File: config.mk
export PLATFORM = sky130hd
export DESIGN_NAME = ext_interrupt_arbiter
export DESIGN_NICKNAME = d
export VERILOG_FILES = /design/src/rtl/ext_interrupt_arbiter.sv
export SDC_FILE = /design/constraint.sdc
export NUM_CORES = 1
export LEC_CHECK = 0
export ABC_AREA = 1
export CAP_MARGIN = 40
export CORE_ASPECT_RATIO = 1.5
export CORE_UTILIZATION = 35
export DETAILED_ROUTE_END_ITERATION = 10
export PLACE_DENSITY_LB_ADDON = 0.08
export SLEW_MARGIN = 20
export SYNTH_ARGS = -nofsm -noshare
export SYNTH_HDL_FRONTEND = slang
export SYNTH_SLANG_ARGS = --single-unit
File: constraint.sdc
create_clock -name clk -period 16.4 [get_ports clk]
set_input_delay 4.1 -clock clk [delete_from_list [all_inputs] [get_ports clk]]
set_output_delay 4.1 -clock clk [all_outputs]
set_load 0.005 [all_outputs]
File: src/rtl/ext_interrupt_arbiter.sv
// External-interrupt arbiter: per-source pending/in-service tracking, priority/threshold
// arbitration and claim/complete handshake. Optional: EXT_INTERRUPT_EDGE_DETECT_EN (edge capture + re-pend).
module ext_interrupt_arbiter #(
  parameter  int NUM_SOURCES    = 8,
  parameter  int PRIORITY_WIDTH = 3,
  localparam int CODE_WIDTH     = $clog2(NUM_SOURCES + 1)
) (
  input  logic                  clk,
  input  logic                  rst,
  input  logic [NUM_SOURCES-1:0] srcReq,
  input  logic                  cfgWE,
  input  logic [CODE_WIDTH:0]   cfgAddr,
  input  logic [31:0]           cfgWData,
  output logic [31:0]           cfgRData,
  input  logic                  claim,
  input  logic                  complete,
  input  logic [CODE_WIDTH-1:0] completeCode,
  output logic                  reqExternalInterrupt,
  output logic [CODE_WIDTH-1:0] externalInterruptCode
);

  localparam logic [CODE_WIDTH:0] ADDR_ENABLE    = '0;
  localparam logic [CODE_WIDTH:0] ADDR_THRESHOLD = (CODE_WIDTH + 1)'(NUM_SOURCES + 1);
  localparam int                  WDATA_USED     = (NUM_SOURCES > PRIORITY_WIDTH) ? NUM_SOURCES : PRIORITY_WIDTH;

  logic [NUM_SOURCES-1:0]    enable_r;
  logic [PRIORITY_WIDTH-1:0] prio_r [NUM_SOURCES];
  logic [PRIORITY_WIDTH-1:0] threshold_r;
  logic [NUM_SOURCES-1:0]    pending_r;
  logic [NUM_SOURCES-1:0]    inService_r;
  logic [NUM_SOURCES-1:0]    pendingNext_s;
  logic [NUM_SOURCES-1:0]    inServiceNext_s;
  logic [NUM_SOURCES-1:0]    reqEvent_s;
  logic [NUM_SOURCES-1:0]    claimHit_s;
  logic [NUM_SOURCES-1:0]    completeHit_s;
  logic [NUM_SOURCES-1:0]    eligible_s;
  logic                      winValid_s;
  logic [CODE_WIDTH-1:0]     winCode_s;
  logic [PRIORITY_WIDTH-1:0] winPrio_s;
  logic                      unusedWData_s;

  assign unusedWData_s = ^cfgWData[31:WDATA_USED];

`ifdef EXT_INTERRUPT_EDGE_DETECT_EN
  logic [NUM_SOURCES-1:0] srcReqPrev_r;
  logic [NUM_SOURCES-1:0] rePend_r;
  logic [NUM_SOURCES-1:0] rePendNext_s;

  // Request history and re-pend flags for edge capture
  always_ff @(posedge clk or posedge rst) begin
    if (rst) begin
      srcReqPrev_r <= '0;
      rePend_r     <= '0;
    end else begin
      srcReqPrev_r <= srcReq;
      rePend_r     <= rePendNext_s;
    end
  end

  assign reqEvent_s = srcReq & ~srcReqPrev_r;
`else
  assign reqEvent_s = srcReq;
`endif

  // Decode claim/complete into per-source hits; only valid state transitions register
  always_comb begin
    claimHit_s    = '0;
    completeHit_s = '0;
    eligible_s    = '0;
    for (int i = 0; i < NUM_SOURCES; i++) begin
      claimHit_s[i]    = claim && pending_r[i] && (externalInterruptCode == CODE_WIDTH'(i + 1));
      completeHit_s[i] = complete && inService_r[i] && (completeCode == CODE_WIDTH'(i + 1));
      eligible_s[i]    = pending_r[i] && !claimHit_s[i] && enable_r[i] && (prio_r[i] > threshold_r);
    end
  end

  // Per-source IDLE -> PENDING -> IN_SERVICE lifecycle
  always_comb begin
    pendingNext_s   = pending_r;
    inServiceNext_s = inService_r;
`ifdef EXT_INTERRUPT_EDGE_DETECT_EN
    rePendNext_s    = rePend_r;
`endif
    for (int i = 0; i < NUM_SOURCES; i++) begin
      if (claimHit_s[i]) begin
        pendingNext_s[i]   = 1'b0;
        inServiceNext_s[i] = 1'b1;
      end else if (completeHit_s[i]) begin
        inServiceNext_s[i] = 1'b0;
`ifdef EXT_INTERRUPT_EDGE_DETECT_EN
        pendingNext_s[i]   = rePend_r[i] | reqEvent_s[i];
        rePendNext_s[i]    = 1'b0;
`else
        pendingNext_s[i]   = 1'b0;
`endif
      end else if (inService_r[i]) begin
`ifdef EXT_INTERRUPT_EDGE_DETECT_EN
        rePendNext_s[i]    = rePend_r[i] | reqEvent_s[i];
`else
        inServiceNext_s[i] = inService_r[i];
`endif
      end else begin
        pendingNext_s[i]   = pending_r[i] | reqEvent_s[i];
      end
    end
  end

  // Ascending scan with strict compare keeps the lowest code on a priority tie
  always_comb begin : arbScan
    logic take;
    winValid_s = 1'b0;
    winCode_s  = '0;
    winPrio_s  = '0;
    take       = 1'b0;
    for (int i = 0; i < NUM_SOURCES; i++) begin
      take       = eligible_s[i] && (prio_r[i] > winPrio_s);
      winValid_s = take ? 1'b1 : winValid_s;
      winPrio_s  = take ? prio_r[i] : winPrio_s;
      winCode_s  = take ? CODE_WIDTH'(i + 1) : winCode_s;
    end
  end

  // Source state and registered arbitration result
  always_ff @(posedge clk or posedge rst) begin
    if (rst) begin
      pending_r             <= '0;
      inService_r           <= '0;
      reqExternalInterrupt  <= 1'b0;
      externalInterruptCode <= '0;
    end else begin
      pending_r             <= pendingNext_s;
      inService_r           <= inServiceNext_s;
      reqExternalInterrupt  <= winValid_s;
      externalInterruptCode <= winCode_s;
    end
  end

  // Configuration registers; unmapped addresses are ignored
  always_ff @(posedge clk or posedge rst) begin
    if (rst) begin
      enable_r    <= '0;
      threshold_r <= '0;
      for (int k = 0; k < NUM_SOURCES; k++) begin
        prio_r[k] <= '0;
      end
    end else if (cfgWE) begin
      if (cfgAddr == ADDR_ENABLE) begin
        enable_r <= cfgWData[NUM_SOURCES-1:0];
      end
      if (cfgAddr == ADDR_THRESHOLD) begin
        threshold_r <= cfgWData[PRIORITY_WIDTH-1:0];
      end
      for (int k = 0; k < NUM_SOURCES; k++) begin
        if (cfgAddr == (CODE_WIDTH + 1)'(k + 1)) begin
          prio_r[k] <= cfgWData[PRIORITY_WIDTH-1:0];
        end
      end
    end
  end

  // Combinational config readback, zero-extended
  always_comb begin
    cfgRData = 32'd0;
    if (cfgAddr == ADDR_ENABLE) begin
      cfgRData[NUM_SOURCES-1:0] = enable_r;
    end else if (cfgAddr == ADDR_THRESHOLD) begin
      cfgRData[PRIORITY_WIDTH-1:0] = threshold_r;
    end else begin
      for (int k = 0; k < NUM_SOURCES; k++) begin
        cfgRData = (cfgAddr == (CODE_WIDTH + 1)'(k + 1)) ? 32'(prio_r[k]) : cfgRData;
      end
    end
  end

endmodule

==> reports/metrics.csv <==
metric,value,unit
Starting Density,36.1,%
Post-Syn Area per Cell,7.56,µm²
number of synthesized flops with an enable pin,0,
CTS Root Cell,clkbuf_16,
Netlist cell types,39,
max_slew headroom,56.0,%
via-per-instance ratio,4.98,
status,completed,
Placed Cells,740,
flip-flop and latch area,0.00140,mm²
clock power share,17.1,%
Sum Neg Setup Slack,0,ns
"FF+latch count, synth",56,
number of global-route vias before repair,3708,
clock sink total,56,
Sw Pwr,275,µW
RSZ-0062 raised after global routing,no,
gate count of the mapped netlist,551,
Post-synth top flop,dfrtp_1,
Mapped Area,0.00417,mm²
global-route wire length before repair,18.6,mm
Hold Buf Count CTS,0,
vias,3731,
Sw Share,43.1,%
LEAKAGE,0.00236,µW
DR WL/cell,15.5,µm
IO buf count,42,
Inserted Clock Buffers,5,
Nets,694,
area occupied by multi-input gates,0.00241,mm²
synth top area cells,"dfrtp_1 (34%), ha_1 (13%), nand2_1 (11%)",
Fmax,79.6,MHz
CTS max path bufs,2,
"Clk Latency, worst-skew pair",0.30,ns
most frequent cells in the layout,"nand2_1 (122), inv_1 (62), dfrtp_1 (56)",
WS Path Type,in2reg,
minimum hold slack,0.494,ns
Final period util,76.6,%
Pwr Density,132,mW/mm²
# resized after CTS,0,
global route overflow,0,
"Warnings, synthesis",0,
initial antenna violation count,0,
async set-or-reset flop fraction in the synthesized netlist,100,%
Max Slew Vio Count,0,
Combinational Power Share,48.6,%
Peak VDD IR,50.4,µV
"commonest non-fill, non-tap cell in the layout",nand2_1,
Int Power,363,µW
Worst setup EP type,flip-flop,
Pre-antenna DRT Iters,4,
Die ar.,0.0124,mm²
DR iter-0 viols,133,
Fillers,1241,
worst slew pin tran,0.654,ns
largest fanout on the critical path,8,
Top-Level Pins,91,
core area,0.0115,mm²
CTS tree,yes,
H-tree depth,2,
Tmin final,12.57,ns
slowest CP cell,clkdlybuf4s50_1,
most frequent CP cell,nand2_1,
diode count,0,
Core Rows,48,
share of post-route cells with drive strength above 1,6.68,%
Non-Filler Instances,749,
startpoint types,primary input,
hold crit path type,reg2reg,
"Power, Total",638,µW
Max-cap violations,0,
residual DRC count,0,
"wirelength, routed",11.6,mm
share of the synthesized area in the top cell type,33.6,%
area grow syn2layout,16.2,%
Final Skew,0.00499,ns
Final Hold Fails,0,
"Seq/Total Area, Yosys",33.6,%
final setup violation count,0,
Die W,91.1,µm
post-CTS setup buffers,0,
Final HPWL DP,9.20,mm
CP arrival,12.73,ns
clock-pin slew on the worst setup and hold paths,0.07,ns
Die Y,136,µm
total global routing track utilization,19.8,%
maximum number of pins on one net before global-route repair,57,
Final Core Density,42.0,%
Synth area leader,dfrtp_1,
ANT nets after route,0,
Worst path max stage delay,0.59,ns
"Req. time, crit path",16.57,ns
routability cong.,0.849,
share of total power in sequential cells,34.3,%
[area by class of cell]
type | instances | area share [%]
clock inverter | 2 | 0.284
clock buffer | 6 | 2.66
inverter | 68 | 5.27
sequential | 56 | 28.9
tap | 150 | 3.88
multi-input combinational | 423 | 49.7
timing repair buffer | 44 | 9.25
[power groups by stage]
| stage | sequential (µW) | clock, µW | combinational (µW) |
|---|---|---|---|
| 5_1_grt | 225 | 118 | 359 |
| 3_5_place_dp | 221 | 0 | 310 |
| 3_3_place_gp | 220 | 0 | 298 |
| 4_1_cts | 219 | 113 | 312 |
| 6_report | 219 | 109 | 310 |
| 2_1_floorplan | 206 | 0 | 239 |
[per-stage QoR]
step           worst slack, ns  area (µm²)
2_1_floorplan             5.28        4250
5_1_grt                   3.02        4840
3_3_place_gp              3.66        4680
3_5_place_dp              3.47        4680
6_report                  3.83        4840
4_1_cts                   3.78        4820
[state kept, by name (all words and copies together), names as in the netlist]
name	cells
reqExternalInterrupt	1
prio_r	24
externalInterruptCode	4
threshold_r	3
inService_r	8
pending_r	8
enable_r	8
[synth_stat cells (4+ instances only)]
cell type and instances:
nand2_1 122, inv_1 63, dfrtp_1 56, nor2_1 51, ha_1 42, o21ai_0 40, nand3_1 31, buf_4 24
a21oi_1 22, nor3_1 16, nand4_1 13, a211oi_1 6, nand2_2 6, inv_2 5, nand2_4 5, nand3_2 5
o21ai_1 5, a311oi_1 4
[logic make-up (layout without fill, tap and decap cells)]
group | Yosys count | count (layout) | synth area share, %
adder cells (fa/ha/maj) | 42 | 42 | 12.6
AND/OR/NAND/NOR | 267 | 267 | 30.5
flip-flops | 56 | 56 | 33.6
buffers and inverters | 95 | 120 | 10.7
AO/OA/AOI/OAI | 90 | 90 | 12.5
other | 1 | 24 | 0.0900
[per-layer routing]
| layer | share of wire (%) | GRT usage, % |
|---|---|---|
| met5 | 0 | 0 |
| met1 | 41 | 21.6 |
| met4 | 3.7 | 8.99 |
| met3 | 3.7 | 2.92 |
| met2 | 52 | 37.5 |
[critical path, delay by kind of cell]
family | cells | cell delay [ns]
AO/OA/AOI/OAI | 11 | 1.48
adder cells (fa/ha/maj) | 7 | 2.21
buffers and inverters | 4 | 0.75
AND/OR/NAND/NOR | 36 | 4.16
[worst paths after layout]
check,start,end,slack [ns],cells after the start
max,claim,reqExternalInterrupt$_DFF_PP0_,3.83,58
min,prio_r[6]$_DFFE_PP0P_,prio_r[6]$_DFFE_PP0P_,0.49,2
max reg2reg,threshold_r[2]$_DFFE_PP0P_,reqExternalInterrupt$_DFF_PP0_,7.21,59
min reg2reg,prio_r[6]$_DFFE_PP0P_,prio_r[6]$_DFFE_PP0P_,0.49,2
max in group asynchronous,rst,prio_r[3]$_DFFE_PP0P_,11.73,4
min in group asynchronous,rst,inService_r[2]$_DFFE_PP0P_,4.17,3
No activity file was read; power rests on OpenSTA's default activity.
